--- src/rtl/ni_output_arbiter_if.sv ---
`default_nettype none
// ============================================================================
// Module      : ni_output_arbiter_if
// Description : Handshake bundle between the PE-side packet sources and the
//               router local injection port, as seen by ni_output_arbiter.
// Revision    : 1.0 - initial release
// ============================================================================
interface ni_output_arbiter_if #(
  parameter int ROUTER_WIDTH = 36
);
  // Control pulses
  logic                    pe_start_calc;
  logic                    downstream_credit;

  // Read-response source
  logic                    rd_rsp_valid;
  logic [ROUTER_WIDTH-1:0] rd_rsp_pkt;
  logic                    rd_rsp_ready;

  // Output-activation source
  logic                    oact_valid;
  logic [ROUTER_WIDTH-1:0] oact_pkt;
  logic                    oact_ready;

  // PE-done source
  logic                    fin_valid;
  logic [ROUTER_WIDTH-1:0] fin_pkt;
  logic                    fin_ready;

  // Router side
  logic                    out_data_valid;
  logic [ROUTER_WIDTH-1:0] out_data;
  logic                    credit_err;

  // Arbiter view
  modport slave (
    input  pe_start_calc, downstream_credit,
    input  rd_rsp_valid, rd_rsp_pkt,
    output rd_rsp_ready,
    input  oact_valid, oact_pkt,
    output oact_ready,
    input  fin_valid, fin_pkt,
    output fin_ready,
    output out_data_valid, out_data, credit_err
  );

  // Source / router-model view
  modport master (
    output pe_start_calc, downstream_credit,
    output rd_rsp_valid, rd_rsp_pkt,
    input  rd_rsp_ready,
    output oact_valid, oact_pkt,
    input  oact_ready,
    output fin_valid, fin_pkt,
    input  fin_ready,
    input  out_data_valid, out_data, credit_err
  );
endinterface
`default_nettype wire

--- src/rtl/ni_output_arbiter.sv ---
`default_nettype none
// ============================================================================
// Module      : ni_output_arbiter
// Description : Credit-based injection arbiter sharing the router local input
//               port between read responses, output activations and the
//               one-shot PE-done packet. Done always follows the last result.
// Revision    : 1.0 - initial release
// ============================================================================
module ni_output_arbiter #(
  parameter int CREDIT_DEPTH = 4,
  parameter int CW           = 3,
  parameter int ROUTER_WIDTH = 36
) (
  input  logic                clk,
  input  logic                rst,   // asynchronous, active low
  ni_output_arbiter_if.slave  bus
);

  typedef enum logic [1:0] {
    ST_RUN   = 2'd0,
    ST_DRAIN = 2'd1,
    ST_DONE  = 2'd2
  } state_t;

  localparam logic [CW-1:0] C_CREDIT_INIT = CW'(CREDIT_DEPTH);
  localparam logic [CW-1:0] C_ONE         = CW'(1);

  state_t                  state_q, state_d;
  logic [CW-1:0]           cnt_q, cnt_d;
  logic                    last_oact_q, last_oact_d;   // 1: oact won last tie-break
  logic                    credit_err_q, credit_err_d;
  logic                    out_valid_q;
  logic [ROUTER_WIDTH-1:0] out_data_q, out_data_d;

  logic                    w_has_credit;
  logic                    w_oact_req;
  logic                    w_gnt_rd, w_gnt_oact, w_gnt_fin, w_gnt_any;

  // Single-winner grant: registered credit only, rd/oact round-robin, fin
  // only once both result sources are idle while draining.
  always_comb begin
    w_gnt_rd     = 1'b0;
    w_gnt_oact   = 1'b0;
    w_gnt_fin    = 1'b0;
    w_has_credit = (cnt_q != '0);
    w_oact_req   = bus.oact_valid && (state_q != ST_DONE);
    if (w_has_credit) begin
      if (bus.rd_rsp_valid && w_oact_req) begin
        if (last_oact_q) w_gnt_rd   = 1'b1;
        else             w_gnt_oact = 1'b1;
      end else if (bus.rd_rsp_valid) begin
        w_gnt_rd = 1'b1;
      end else if (w_oact_req) begin
        w_gnt_oact = 1'b1;
      end else if ((state_q == ST_DRAIN) && bus.fin_valid) begin
        w_gnt_fin = 1'b1;
      end
    end
    w_gnt_any = w_gnt_rd | w_gnt_oact | w_gnt_fin;
  end

  // Readies are the grants, forced low while reset is held
  assign bus.rd_rsp_ready = w_gnt_rd   & rst;
  assign bus.oact_ready   = w_gnt_oact & rst;
  assign bus.fin_ready    = w_gnt_fin  & rst;

  // Phase sequencing: RUN -> DRAIN on done request, DRAIN -> DONE on fin grant
  always_comb begin
    state_d = state_q;
    unique case (state_q)
      ST_RUN:   if (bus.fin_valid)     state_d = ST_DRAIN;
      ST_DRAIN: if (w_gnt_fin)         state_d = ST_DONE;
      ST_DONE:  if (bus.pe_start_calc) state_d = ST_RUN;
      default:                         state_d = ST_RUN;
    endcase
  end

  // Credit bookkeeping, round-robin pointer and packet capture
  always_comb begin
    cnt_d        = cnt_q;
    credit_err_d = credit_err_q;
    last_oact_d  = last_oact_q;
    out_data_d   = out_data_q;
    if (w_gnt_any && !bus.downstream_credit) begin
      cnt_d = cnt_q - C_ONE;
    end else if (!w_gnt_any && bus.downstream_credit) begin
      // A credit beyond the FIFO depth is a protocol error; keep the count
      if (cnt_q >= C_CREDIT_INIT) credit_err_d = 1'b1;
      else                        cnt_d        = cnt_q + C_ONE;
    end
    if (w_gnt_rd)   last_oact_d = 1'b0;
    if (w_gnt_oact) last_oact_d = 1'b1;
    if (w_gnt_rd)        out_data_d = bus.rd_rsp_pkt;
    else if (w_gnt_oact) out_data_d = bus.oact_pkt;
    else if (w_gnt_fin)  out_data_d = bus.fin_pkt;
  end

  // State register
  always_ff @(posedge clk or negedge rst) begin
    if (!rst) state_q <= ST_RUN;
    else      state_q <= state_d;
  end

  // Datapath and bookkeeping registers
  always_ff @(posedge clk or negedge rst) begin
    if (!rst) begin
      cnt_q        <= C_CREDIT_INIT;
      last_oact_q  <= 1'b1;
      credit_err_q <= 1'b0;
      out_valid_q  <= 1'b0;
      out_data_q   <= '0;
    end else begin
      cnt_q        <= cnt_d;
      last_oact_q  <= last_oact_d;
      credit_err_q <= credit_err_d;
      out_valid_q  <= w_gnt_any;
      out_data_q   <= out_data_d;
    end
  end

  assign bus.out_data_valid = out_valid_q;
  assign bus.out_data       = out_data_q;
  assign bus.credit_err     = credit_err_q;

endmodule
`default_nettype wire

--- src/flat_wrapper.sv ---
// flat-port wrapper written by rule: the top's interface ports become plain ports
module ni_output_arbiter_flat 
#(
  parameter int CREDIT_DEPTH = 4,
  parameter int CW           = 3,
  parameter int ROUTER_WIDTH = 36
)
  (clk, rst, bus_pe_start_calc, bus_downstream_credit, bus_rd_rsp_valid, bus_rd_rsp_pkt, bus_rd_rsp_ready, bus_oact_valid, bus_oact_pkt, bus_oact_ready, bus_fin_valid, bus_fin_pkt, bus_fin_ready, bus_out_data_valid, bus_out_data, bus_credit_err);
  ni_output_arbiter_if #(.ROUTER_WIDTH(ROUTER_WIDTH)) bus_i ();
  input  logic clk;
  input  logic rst;
  input wire logic [$bits(bus_i.pe_start_calc)-1:0] bus_pe_start_calc;
  input wire logic [$bits(bus_i.downstream_credit)-1:0] bus_downstream_credit;
  input wire logic [$bits(bus_i.rd_rsp_valid)-1:0] bus_rd_rsp_valid;
  input wire logic [$bits(bus_i.rd_rsp_pkt)-1:0] bus_rd_rsp_pkt;
  output wire logic [$bits(bus_i.rd_rsp_ready)-1:0] bus_rd_rsp_ready;
  input wire logic [$bits(bus_i.oact_valid)-1:0] bus_oact_valid;
  input wire logic [$bits(bus_i.oact_pkt)-1:0] bus_oact_pkt;
  output wire logic [$bits(bus_i.oact_ready)-1:0] bus_oact_ready;
  input wire logic [$bits(bus_i.fin_valid)-1:0] bus_fin_valid;
  input wire logic [$bits(bus_i.fin_pkt)-1:0] bus_fin_pkt;
  output wire logic [$bits(bus_i.fin_ready)-1:0] bus_fin_ready;
  output wire logic [$bits(bus_i.out_data_valid)-1:0] bus_out_data_valid;
  output wire logic [$bits(bus_i.out_data)-1:0] bus_out_data;
  output wire logic [$bits(bus_i.credit_err)-1:0] bus_credit_err;
  assign bus_i.pe_start_calc = bus_pe_start_calc;
  assign bus_i.downstream_credit = bus_downstream_credit;
  assign bus_i.rd_rsp_valid = bus_rd_rsp_valid;
  assign bus_i.rd_rsp_pkt = bus_rd_rsp_pkt;
  assign bus_rd_rsp_ready = bus_i.rd_rsp_ready;
  assign bus_i.oact_valid = bus_oact_valid;
  assign bus_i.oact_pkt = bus_oact_pkt;
  assign bus_oact_ready = bus_i.oact_ready;
  assign bus_i.fin_valid = bus_fin_valid;
  assign bus_i.fin_pkt = bus_fin_pkt;
  assign bus_fin_ready = bus_i.fin_ready;
  assign bus_out_data_valid = bus_i.out_data_valid;
  assign bus_out_data = bus_i.out_data;
  assign bus_credit_err = bus_i.credit_err;
  ni_output_arbiter #(.CREDIT_DEPTH(CREDIT_DEPTH), .CW(CW), .ROUTER_WIDTH(ROUTER_WIDTH)) u_core (.clk(clk), .rst(rst), .bus(bus_i));
endmodule
--- config.mk ---
export PLATFORM = sky130hd
export DESIGN_NAME = ni_output_arbiter_flat
export DESIGN_NICKNAME = d
export VERILOG_FILES = /design/src/rtl/ni_output_arbiter_if.sv /design/src/rtl/ni_output_arbiter.sv /design/src/flat_wrapper.sv
export SDC_FILE = /design/constraint.sdc
export NUM_CORES = 1
export LEC_CHECK = 0
export ABC_AREA = 1
export BUFFER_PORTS_ARGS = -buffer_cell sky130_fd_sc_hd__buf_2
export CORE_ASPECT_RATIO = 2
export CORE_MARGIN = 2
export CORE_UTILIZATION = 30
export DETAILED_ROUTE_END_ITERATION = 10
export HOLD_SLACK_MARGIN = 0.05
export PLACE_DENSITY = 0.58
export RECOVER_POWER = 100
export REMOVE_ABC_BUFFERS = 1
export SYNTH_ARGS = -nofsm -noshare
export SYNTH_HDL_FRONTEND = slang
export SYNTH_SLANG_ARGS = --single-unit
--- constraint.sdc ---
create_clock -name clk -period 2.74 [get_ports clk]
set_input_delay 0 -clock clk [delete_from_list [all_inputs] [get_ports clk]]
set_output_delay 0 -clock clk [all_outputs]
set_load 0.02 [all_outputs]
# Word level (Yosys, flattened, before mapping)

Cells that the tools add are included.

Bits in latches: 0
Bits in read-only memories: 0
Register bits after elaboration: 44
Memories kept: 0
Logic and storage cells: 63
Output and inout bits: 41
Bits of input ports: 115
Bits in writable memories: 0

Equality and inequality tests: 7
Magnitude comparators: 1
Bitwise operators: 6
Divide/modulo/power cells: 0
Shifts and indexed selects: 0
Mux-type cells: 26
Multiply operators: 0
$add $sub $neg: 2
Reductions and logical operators: 15

Operators with widths:

| kind                  | number |
|---|---|
| $mux W36              | 3 |
| $mux W1               | 16 |
| $mux W3               | 3 |
| $mux W2               | 3 |
| $ne A2 B2 Y1 const B  | 3 |
| $pmux W2 S3           | 1 |
| $reduce_and A3 Y1     | 2 |
| $reduce_bool A3 Y1    | 2 |
| $logic_and A1 B1 Y1   | 5 |
| $ne A2 B1 Y1 const B  | 2 |
| $reduce_bool A2 Y1    | 2 |
| $add A3 B1 Y3 const B | 1 |
| $and A1 B1 Y1         | 3 |
| $ge A3 B3 Y1 const B  | 1 |
| $sub A3 B1 Y3 const B | 1 |
| $eq A2 B1 Y1 const B  | 1 |
| $eq A2 B2 Y1 const B  | 1 |
| $logic_not A1 Y1      | 2 |
| $logic_not A2 Y1      | 1 |
| $or A1 B1 Y1          | 2 |
| $reduce_and A2 Y1     | 1 |
| $not A1 Y1            | 1 |

# Longest topological paths before layout

Depth after elaboration: 12
Gate-level depth with buffers: 15
Gate-level depth less buffers: 13

# Worst setup path after synthesis

No wires, ideal clock.

Path type: flip-flop to flip-flop
Start: register u_core.cnt_q[2]
End: register u_core.cnt_q[2]
Cell stages (with the launch flop): 15
Buffers on the path: 2
Arrival time: 2.204 ns
Library setup time: 0.081 ns
Required time: 2.659 ns
Slack: 0.455 ns
Clock period less this slack: 2.285 ns
Path through: dfstp_2 inv_1 nand2_2 inv_2 a21oi_1 nor2_1 buf_2 buf_2 inv_2 ha_1 inv_1 fa_1 xnor2_1 nand2_1 xor2_1

Cells in the longest elaborated chain, start to end: 8
Elaborated cells on any way between the ends: 18
Those cells by class: add/sub (2); order compare (1); eq/ne (1); mux (6); bitwise (2); reduce/logical (6)

RTL lines:

| what                                | line                     | RTL |
|---|---|---|
| start, declared                     | ni_output_arbiter.sv:29  | `logic [CW-1:0] cnt_q, cnt_d;` |
| start signal, assigned              | ni_output_arbiter.sv:113 | `cnt_q <= cnt_d;` |
| $reduce_bool A3 Y1 *                | ni_output_arbiter.sv:45  | `w_has_credit = (cnt_q != '0);` |
| $mux W1                             | ni_output_arbiter.sv:47  | `if (w_has_credit) begin` |
| $or A1 B1 Y1                        | ni_output_arbiter.sv:59  | `w_gnt_any = w_gnt_rd \| w_gnt_oact \| w_gnt_fin;` |
| $or A1 B1 Y1 *                      | ni_output_arbiter.sv:59  |  |
| named net u_core.w_gnt_any          | ni_output_arbiter.sv:37  | `logic w_gnt_rd, w_gnt_oact, w_gnt_fin, w_gnt_any;` |
| $logic_not A1 Y1                    | ni_output_arbiter.sv:86  | `end else if (!w_gnt_any && bus.downstream_credit) begin` |
| $logic_and A1 B1 Y1                 | ni_output_arbiter.sv:86  |  |
| $reduce_bool A2 Y1 (no source line) | --                       |  |
| $reduce_and A2 Y1 (no source line)  | --                       |  |

The timed path passes the listed nets; every way through them passes the cells marked *. The select of a mux whose other input is x is not followed.
A chain may end at the register's enable or synchronous reset.

# Worst setup path in the final report

Start: register u_core.cnt_q[2]
End: register u_core.out_data_q[29] (netlist: u_core.bus.out_data[29])

Cells in the longest elaborated chain, start to end: 4
Elaborated cells on any way between the ends: 7
Those cells by class: mux (5); reduce/logical (2)

RTL lines:

| what                 | line                     | RTL |
|---|---|---|
| $reduce_bool A3 Y1 * | ni_output_arbiter.sv:45  |  |
| $mux W1              | ni_output_arbiter.sv:47  |  |
| $mux W36             | ni_output_arbiter.sv:94  | `else if (w_gnt_oact) out_data_d = bus.oact_pkt;` |
| $mux W36             | ni_output_arbiter.sv:93  | `if (w_gnt_rd) out_data_d = bus.rd_rsp_pkt;` |
| end signal, assigned | ni_output_arbiter.sv:117 | `out_data_q <= out_data_d;` |
| end, declared        | ni_output_arbiter.sv:33  | `logic [ROUTER_WIDTH-1:0] out_data_q, out_data_d;` |

Mark *: on every way between the ends. The rest lies on a longest branch, timed or not.

==> results.yml <==
outcome:
  status: "completed"
timing:
  max_slew_margin_pct: 23.2
  period_needed_ps: 2520
  setup_viol: 0
  finClkSkew_ps: 5.76
  fmax_mhz: 397
  drv_slew: 0
  post-route-period-util_pct: 92.0
  worstMarginPinSlew_ps: 1150
  rsz0062_at_grt: "false"
  finalHoldViolations: 0
  tns_ps: 0
  holdWs_ps: 57.6
global_routing:
  track_usage_pct: 19.5
  grt_pass1_vias: 3310
  grt-ovfl-total: 0
  antenna_found_initial: 0
  grt_pass1_wl_um: 15500
  grt_max_degree: 74
route:
  dr.pass1.iters: 4
  wl_per_cell_um: 14.1
  drc: 0
  dr_wl_met2_um: 5210
  drt-met1-wl_um: 3860
  antenna_left: 0
  vias: 3517
  drt_iter0_drc: 225
  routed.top_layer: "met4"
  routed_wl_um: 10100
  wl_met3_um: 489
  via_per_inst: 4.93
clock_tree:
  htree_levels: 2
  clockBufferDepth: 2
  clk_latency_ps: 290
  cts_sinks: 44
  post_cts_buffers: 0
  path_clk_slew_ps: 60
  cts_tree: "built"
  cts_root_buf: "clkbuf_16"
  cts_buffers: 5
setup_path:
  cp-start-kind: "flip-flop"
  crit_fanout: 37
  cp_data_required_time_ps: 2920
  cp.arrival_ps: 2700
  path_class: "reg2reg"
  endpoint_kind: "flip-flop"
finish:
  instances_no_fill: 714
  syn_to_final_growth_pct: 55.0
  fillers: 980
  final_layout_size_suffix_gt1_share_pct: 23.0
  fin_nets: 729
  postLayoutCellArea_sq_mm: 0.00431
  antenna_cells: 0
synthesis:
  ys_types: 25
  synth_area_leaders: "dfrtp_1 (38%), nand2_1 (21%), nor2_1 (11%)"
  synth_ff_type: "dfrtp_1"
  synth_edf_count: 0
  ys_seq_elements: 44
  syn_area_sq_mm: 0.00278
  netlist_instances: 410
  ys_seq_area_share_pct: 39.7
  synth_area_leader_cell: "dfrtp_1"
  ys_async_sr_fraction_pct: 100
  synth_warnings: 0
  syn_avg_cell_area_sq_um: 6.78
  synth_common_cells: "nand2_1 (152), nor2_1 (78), dfrtp_1 (42)"
  yosysTopAreaCellShare_pct: 37.8
  synth_most_common_cell: "nand2_1"
place:
  numPortBuffers: 155
  routabilityCongestion: 0.810
  placed_cells: 643
  dpl_cell_area_sq_mm: 0.00356
  hpwlAfterDp_um: 6580
power_and_ir_drop:
  cellPowerDensity_mw_per_mm2: 936
  power.total_mw: 4.04
  p_leak_nw: 2.23
  ir_drop_mv: 0.526
job:
  maxCapViolCount: 0
floorplanning:
  start_util_pct: 30.9
  die_area_sq_mm: 0.0101
  io_pins: 156
  fp.dieW_um: 72.1
  coreArea_sq_mm: 0.00901
  die_y_um: 140
  rows: 49
min_path:
  holdCritPathClass: "in2reg"
## repair_timing
item / CTS / global route
endpoints found under the setup margin: 0 / 24
hold endpoints to repair: 80 / 0
hold buffers: 63 / 0
resized for setup: 0 / 3
## cells by family (layout without fill, tap and decap cells)
| kind of cell | after synthesis | in the layout | share of synthesized area, % |
|---|---|---|---|
| XOR/XNOR | 3 | 3 | 0.945 |
| AND/OR/NAND/NOR | 308 | 308 | 47.2 |
| flip-flops | 44 | 44 | 39.7 |
| adder cells (fa/ha/maj) | 3 | 3 | 1.62 |
| AO/OA/AOI/OAI | 9 | 9 | 1.98 |
| buffers and inverters | 43 | 245 | 8.55 |
## where the power goes
part / internal [mW] / switching, mW / total (mW)
clock: 0.429 / 0.248 / 0.677
combinational: 0.778 / 1.42 / 2.19
sequential: 0.984 / 0.181 / 1.16
total: 2.19 / 1.84 / 4.04
## placed cells by master (no fill, tap or decap), drive strengths merged
cell type    netlist  layout
a31o               1       1
buf               26     120
fa                 1       1
nand4             36      36
inv               13      13
bufinv             0       1
dfrtp             42      42
nand3             38      38
xor2               2       2
nor2              80      80
o21ai              3       3
dfstp              2       2
dlygate4sd3        0      63
clkbuf             4      47
nand2            154     154
xnor2              1       1
a21boi             1       1
ha                 2       2
clkinv             0       1
a21oi              4       4
## worst max-delay path: stages, from the launching register on
cell           delay, ps
dfstp_2              550
inv_1                 80
nand2_2               90
buf_6                310
nand3_2              240
buf_6                290
nand2_1               90
nand3_1               60
nand2_1               80
dlygate4sd3_1        550
nand2_1               50
## state kept, by name, indices dropped and copies added, names as in the netlist
name / flops
u_core.bus.out_data: 36
u_core.cnt_q: 3
u_core.state_q: 2
u_core.bus.credit_err: 1
u_core.bus.out_data_valid: 1
u_core.last_oact_q: 1
## metrics by stage
step                      setup WS, ps  utilization [%]
after floorplan                  -1580                -
after detailed placement           534             39.5
after CTS                         52.3             48.3
final                              218             47.8
after global routing              12.2             47.8
after global placement             581             39.5
## layer usage
layer / vias up / GRT usage (%)
met1: 1632 / 21.8
met2: 138 / 33.6
li1: 1712 / -
met4: 0 / 12.4
met5: - / 0
met3: 35 / 2.81
## worst paths after layout
kind	startpoint	endpoint	slack, ps	cells past startpoint
setup / recovery	u_core.cnt_q[2]$_DFFE_PN1P_	u_core.bus.out_data[29]$_DFFE_PN0P_	220	10
hold / removal	bus_rd_rsp_pkt[20]	u_core.bus.out_data[20]$_DFFE_PN0P_	60	5
setup reg to reg	u_core.cnt_q[2]$_DFFE_PN1P_	u_core.bus.out_data[29]$_DFFE_PN0P_	220	10
hold reg to reg	u_core.bus.out_data[6]$_DFFE_PN0P_	u_core.bus.out_data[6]$_DFFE_PN0P_	480	2
max in group asynchronous	rst	u_core.bus.out_data[23]$_DFFE_PN0P_	1370	3
min in group asynchronous	rst	u_core.bus.out_data[28]$_DFFE_PN0P_	670	3
## final cells by class
class | instances | area (sq um) | share of cell area [%]
clock buffers | 6 | 129 | 2.99
well taps | 102 | 128 | 2.96
clock inverters | 2 | 35.0 | 0.813
multi-input cells | 323 | 1460 | 33.9
inverters | 13 | 48.8 | 1.13
flip-flops and latches | 44 | 1100 | 25.6
repair buffers | 224 | 1410 | 32.6
Note: power is estimated with default switching activity, not from simulation.
